==> src/rtl/demux_reg9_pkg.sv <==
// Shared constants and FSM encoding for the 9-slot frame-loading demux.
package demux_reg9_pkg;

  localparam int unsigned DEF_DW   = 8;
  localparam int unsigned N_SLOTS  = 9;
  localparam int unsigned N_SHADOW = N_SLOTS - 1;
  localparam int unsigned IDX_W    = 4;
  localparam int unsigned SH_W     = 3;

  localparam logic [IDX_W-1:0] LAST_IDX = IDX_W'(N_SLOTS - 1);

  typedef enum logic {
    IDLE = 1'b0,
    LOAD = 1'b1
  } state_t;

endpackage

==> src/rtl/demux_reg9_frame_timeout_cnt.sv <==
// Loadable down-counter that flags the idle cycle on which a frame times out.
module frame_timeout_cnt #(
  parameter int unsigned TIMEOUT = 255
) (
  input  logic clk_i,
  input  logic rst_n_i,
  input  logic clr_i,
  input  logic load_i,
  input  logic en_i,
  output logic expire_c
);

  localparam int unsigned CW = (TIMEOUT > 0) ? $clog2(TIMEOUT + 1) : 1;

  logic [CW-1:0] cnt_q;

  // Remaining idle budget: reloaded on activity, decremented on idle cycles.
  always_ff @(posedge clk_i or negedge rst_n_i) begin
    if (!rst_n_i) begin
      cnt_q <= '0;
    end else if (clr_i) begin
      cnt_q <= '0;
    end else if (load_i) begin
      cnt_q <= CW'(TIMEOUT);
    end else if (en_i && (cnt_q != '0)) begin
      cnt_q <= cnt_q - CW'(1);
    end
  end

  // Expires on the idle cycle that consumes the last unit of budget.
  assign expire_c = (TIMEOUT != 0) && en_i && (cnt_q == CW'(1));

endmodule

==> src/rtl/demux_reg9.sv <==
// Streams a 9-byte frame into a shadow bank and publishes it atomically.
module demux_reg9
  import demux_reg9_pkg::*;
#(
  parameter int unsigned DW      = DEF_DW,
  parameter int unsigned TIMEOUT = 255
) (
  input  logic             clk_i,
  input  logic             rst_n_i,
  input  logic             start_i,
  input  logic             wr_en_i,
  input  logic [DW-1:0]    data_i,
  output logic [DW-1:0]    out_0,
  output logic [DW-1:0]    out_1,
  output logic [DW-1:0]    out_2,
  output logic [DW-1:0]    out_3,
  output logic [DW-1:0]    out_4,
  output logic [DW-1:0]    out_5,
  output logic [DW-1:0]    out_6,
  output logic [DW-1:0]    out_7,
  output logic [DW-1:0]    out_8,
  output logic [IDX_W-1:0] sel_o,
  output logic             busy_o,
  output logic             done_o,
  output logic             err_o
);

  state_t           state_q;
  logic [DW-1:0]    shadow_q [N_SHADOW];
  logic [DW-1:0]    pub_q    [N_SLOTS];
  logic [IDX_W-1:0] sel_q;
  logic             busy_q;
  logic             done_q;
  logic             err_q;

  logic tmo_clr;
  logic tmo_load;
  logic tmo_en;
  logic tmo_expire_c;

  // Timeout control: idle in IDLE, rearmed by any start or write, counts idle LOAD cycles.
  always_comb begin
    tmo_clr  = 1'b0;
    tmo_load = 1'b0;
    tmo_en   = 1'b0;
    if (state_q == IDLE) begin
      tmo_clr  = !start_i;
      tmo_load = start_i;
    end else begin
      tmo_load = start_i || wr_en_i;
      tmo_en   = !start_i && !wr_en_i;
    end
  end

  frame_timeout_cnt #(
    .TIMEOUT (TIMEOUT)
  ) u_tmo (
    .clk_i    (clk_i),
    .rst_n_i  (rst_n_i),
    .clr_i    (tmo_clr),
    .load_i   (tmo_load),
    .en_i     (tmo_en),
    .expire_c (tmo_expire_c)
  );

  // Frame FSM: fills the shadow bank and publishes all slots on the last byte.
  always_ff @(posedge clk_i or negedge rst_n_i) begin
    if (!rst_n_i) begin
      state_q <= IDLE;
      sel_q   <= '0;
      busy_q  <= 1'b0;
      done_q  <= 1'b0;
      err_q   <= 1'b0;
      for (int j = 0; j < int'(N_SHADOW); j++) shadow_q[j] <= '0;
      for (int j = 0; j < int'(N_SLOTS); j++)  pub_q[j]    <= '0;
    end else begin
      done_q <= 1'b0;
      case (state_q)
        IDLE: begin
          if (start_i) begin
            state_q <= LOAD;
            busy_q  <= 1'b1;
            sel_q   <= '0;
            err_q   <= 1'b0;
          end else if (wr_en_i) begin
            err_q <= 1'b1;
          end
        end
        LOAD: begin
          if (start_i) begin
            sel_q <= '0;
            err_q <= 1'b1;
          end else if (wr_en_i) begin
            if (sel_q == LAST_IDX) begin
              for (int j = 0; j < int'(N_SHADOW); j++) pub_q[j] <= shadow_q[j];
              pub_q[N_SLOTS-1] <= data_i;
              done_q  <= 1'b1;
              state_q <= IDLE;
              busy_q  <= 1'b0;
              sel_q   <= '0;
            end else begin
              shadow_q[sel_q[SH_W-1:0]] <= data_i;
              sel_q <= sel_q + IDX_W'(1);
            end
          end else if (tmo_expire_c) begin
            state_q <= IDLE;
            busy_q  <= 1'b0;
            sel_q   <= '0;
            err_q   <= 1'b1;
          end
        end
        default: begin
          state_q <= IDLE;
          busy_q  <= 1'b0;
          sel_q   <= '0;
        end
      endcase
    end
  end

  assign out_0  = pub_q[0];
  assign out_1  = pub_q[1];
  assign out_2  = pub_q[2];
  assign out_3  = pub_q[3];
  assign out_4  = pub_q[4];
  assign out_5  = pub_q[5];
  assign out_6  = pub_q[6];
  assign out_7  = pub_q[7];
  assign out_8  = pub_q[8];
  assign sel_o  = sel_q;
  assign busy_o = busy_q;
  assign done_o = done_q;
  assign err_o  = err_q;

endmodule

==> config.mk <==
export PLATFORM = sky130hd
export DESIGN_NAME = demux_reg9
export DESIGN_NICKNAME = d
export VERILOG_FILES = /design/src/rtl/demux_reg9_pkg.sv /design/src/rtl/demux_reg9_frame_timeout_cnt.sv /design/src/rtl/demux_reg9.sv
export SDC_FILE = /design/constraint.sdc
export NUM_CORES = 1
export LEC_CHECK = 0
export BUFFER_PORTS_ARGS = -buffer_cell sky130_fd_sc_hd__clkbuf_2
export CAP_MARGIN = 30
export CORE_UTILIZATION = 51
export CTS_CLUSTER_DIAMETER = 120
export DETAILED_ROUTE_END_ITERATION = 10
export PLACE_DENSITY = 0.75
export SLEW_MARGIN = 5
export SYNTH_ARGS = -nofsm -noshare
export SYNTH_HDL_FRONTEND = slang
export SYNTH_SLANG_ARGS = --single-unit
==> constraint.sdc <==
create_clock -name clk_i -period 2.1 [get_ports clk_i]
set_input_delay 0.315 -clock clk_i [delete_from_list [all_inputs] [get_ports clk_i]]
set_output_delay 0.315 -clock clk_i [all_outputs]
set_load 0.01 [all_outputs]
==> summary.md <==
| Metric | Value |
|---|---|
| Total vias in the final route | 3636 |
| Initial core utilization | 52.7% |
| Count of different cell masters after synthesis | 40 |
| Cell area after technology mapping | 6070 um2 |
| Metal3 WL | 559 um |
| Synthesized instance count | 395 |
| Leak pwr | 0.00379 uW |
| Number of vias per cell | 5.48 |
| Setup clock skew after layout | 0.00620 ns |
| Pin count of the biggest net entering global routing | 56 |
| Met2 layer wire length in the routed design | 6110 um |
| Unrepaired setup endpoints after global routing | false |
| Count of routing violations after the opening detailed-route iteration | 221 |
| Classification of the worst-slack hold path | input port to flip-flop |
| Design internal power | 5160 uW |
| Placeable core area | 11500 um2 |
| Req. time, crit path | 2.41 ns |
| Highest routing layer actually used | met4 |
| Post-detailed-routing wire length | 12300 um |
| Critical path launch point | state_q$_DFF_PN0_ |
| Congestion Overflow GR | 0 |
| Area Overhead vs Synth | 21.9% |
| Clock insertion delay at the later pin of the skew report | 0.42 ns |
| Number of endpoints failing setup at the final stage | 0 |
| Maximum achievable frequency | 0.525 GHz |
| Final critical-path required period | 1.91 ns |
| Last weighted congestion value of the routability-driven placer | 0.828 |
| Violated checks | DRC |
| Net Sw Frac | 22.1% |
| Die Height | 111 um |
| Total routing resource utilization after global routing | 21.8% |
| Number of enable-type register cells in the synthesized netlist | 0 |
| Clock power frac | 46.9% |
| Switching power of the nets | 1470 uW |
| Core Rows | 39 |
| MaxCap Viol Count | 0 |
| Post-route clock period utilization | 90.7% |
| Number of top-level pins | 91 |
| Number of input and output port buffers inserted | 90 |
| Slew at the pin closest to its max-slew limit | 0.661 ns |
| Post-route setup TNS | 0 ns |
| Buffer count from post-CTS setup fixing | 0 |
| Worst VDD drop | 639 uV |
| Startpoint-to-endpoint class of the critical path | flip-flop to flip-flop |
| Share of total power in sequential cells | 47.9% |
| Worst-case headroom to the max-slew limit | 55.9% |
| Number of global-route vias before repair | 3661 |
| Antenna violations before repair | 0 |
| Result of the run | finished, violations left |
| Final core utilization | 64.3% |
| Number of fill cells in the layout | 848 |
| CTS clock-pin slew for the worst setup and hold paths | 0.06 ns |
| Number of antenna diodes | 0 |
| Number of buffers added by the clock tree synthesis step | 17 |
| Syn Nets | 414 |
| First-pass DRT Iterations | 7 |
| Fraction of registers with async set/reset | 100% |
| Comb pwr share | 5.3% |
| CP Capture Type | flip-flop |
| Maximum clock path buffer count | 2 |
| DRT antenna net count | 0 |
| Die footprint | 12300 um2 |
| DRT met1 WL | 5480 um |
| HPWL after detailed placement | 8160 um |
| Count of final hold-check violations | 0 |
| Area of the multi-input gates | 2160 um2 |
| Hold path startpoint | start_i |
| Final nets | 526 |
| Total of flip-flops plus latches after synthesis | 152 |
| Pins over their slew limit | 0 |
| Die width | 111 um |
| Number of remaining DRC errors | 18 |
| Critical path arrival | 2.21 ns |
| Main flop type after synthesis | dfrtp_1 |
| Hold Buf Count CTS | 1 |
| Detail-routed net length per standard cell | 18.6 um |
| Wire length of the first global-routing pass | 20200 um |
| CTS H-Tree Depth | 4 |
| Synthesized area divided by synthesized cell count | 15.4 um2 |
| Buffer cell driving the clock tree root | clkbuf_16 |
| Worst R2R Start | state_q$_DFF_PN0_ |
| Power density over the cells | 896 nW/um2 |
| TritonCTS clock tree | yes |
| Kind of start point of the critical path | flip-flop |
| TritonCTS sink count | 152 |
| Highest fanout seen on the critical path | 9 |
| Storage element area | 3800 um2 |
| Share of the yosys chip area belonging to registers | 62.6% |
| Number of cells upsized or downsized after cts | 0 |
| Yosys synthesis warning count | 0 |
| Fraction of final layout cells with drive strength greater than 1 | 53.8% |
[flip-flops by register name, summed over array words and instances (netlist names)]
name,count
out_1,8
shadow_q,64
busy_o,1
out_3,8
out_0,8
out_2,8
out_5,8
out_4,8
done_o,1
u_tmo.cnt_q,8
out_8,8
sel_o,4
out_7,8
state_q,1
err_o,1
out_6,8
[routing by layer]
layer	track usage, %	vias to the layer above
met2	34.5	89
met3	5.74	19
met4	7.84	0
met1	29.2	1878
li1	-	1650
met5	0	-
[logic make-up (layout without fill, tap and decap cells)]
kind of cell | count (synthesis) | after routing | share of synthesized area (%)
XOR/XNOR | 3 | 3 | 0.433
AO/OA/AOI/OAI | 29 | 29 | 3.17
buffers and inverters | 22 | 147 | 1.90
AND/OR/NAND/NOR | 45 | 45 | 5.05
multiplexers | 137 | 137 | 25.4
adder cells (fa/ha/maj) | 7 | 7 | 1.44
flip-flops | 152 | 152 | 62.6
[worst paths after layout]
kind                                       endpoint  slack [ns]  cells past startpoint
min                               state_q$_DFF_PN0_        0.29                      3
max                        shadow_q[22]$_DFFE_PN0P_        0.19                      4
max in group asynchronous  shadow_q[15]$_DFFE_PN0P_        1.04                      3
max reg2reg                shadow_q[22]$_DFFE_PN0P_        0.19                      4
min reg2reg                    out_4[1]$_DFFE_PN0P_        0.50                      1
min in group asynchronous  shadow_q[42]$_DFFE_PN0P_        0.42                      2
[placed cells by master, fill, tap and decap left out, types with 2 or more instances in the layout]
master	n
nor3_2	2
clkbuf_16	17
mux2_1	3
inv_1	9
nand3_1	4
nand2_1	10
a211oi_1	3
ha_1	7
bufinv_16	3
clkbuf_2	89
buf_4	12
o21ai_0	6
o31ai_1	4
inv_8	2
a21oi_1	5
a31oi_1	5
clkinvlp_4	2
or3_1	4
mux2_2	133
clkinv_2	5
dfrtp_1	152
inv_6	2
xnor2_1	2
nand3_4	3
buf_12	3
nor3_4	2
and3b_1	2
nor3_1	3
nor2_1	6
[cells in the mapped netlist, drive strengths merged, types with 2 or more instances]
cell / instances / share of area, %
mux2: 136 / 25
nand2: 11 / 0.72
nand3: 7 / 1.2
o31ai: 4 / 0.49
inv: 9 / 0.56
nor3: 7 / 1.0
buf: 12 / 1.3
ha: 7 / 1.4
and3b: 2 / 0.29
o21ai: 6 / 0.49
dfrtp: 152 / 63
xnor2: 2 / 0.29
a31oi: 6 / 0.72
nor2: 6 / 0.37
or3: 4 / 0.41
a21oi: 5 / 0.41
a211oi: 3 / 0.37
[cell type report]
cell class / count / share of cell area, %
sequential: 152 / 51.4
multi-input combinational: 221 / 29.2
clock inverter: 14 / 2.30
clock buffer: 18 / 5.93
timing repair buffer: 106 / 8.33
inverter: 9 / 0.456
tap: 143 / 2.42
[worst max-delay path: stages (launching register included)]
cell     delay (ns)
dfrtp_1        0.49
and3b_1        0.31
nand2_1        0.17
nor3_4         0.42
mux2_2         0.39
[metrics by stage]
step / std cells / hold WS, ns / area (um2) / worst slack, ns / total power (uW)
finish: 663 / 0.290 / 7400 / 0.194 / 6630
global route: 663 / 0.304 / 7400 / 0.0920 / 6870
CTS: 663 / 0.282 / 7400 / 0.200 / 6690
detailed placement: 630 / 0.312 / 6780 / 0.186 / 3580
global placement: 630 / 0.308 / 6780 / 0.263 / 3550
floorplan: 395 / 0.0194 / 6070 / 0.0119 / 3390
[power groups by stage]
stage | combinational [uW] | clock [uW] | sequential, uW
6_report | 348 | 3110 | 3170
5_1_grt | 389 | 3290 | 3190
4_1_cts | 357 | 3160 | 3170
3_5_place_dp | 352 | 0 | 3220
3_3_place_gp | 334 | 0 | 3210
2_1_floorplan | 195 | 0 | 3190
No activity file was read; power rests on OpenSTA's default activity.
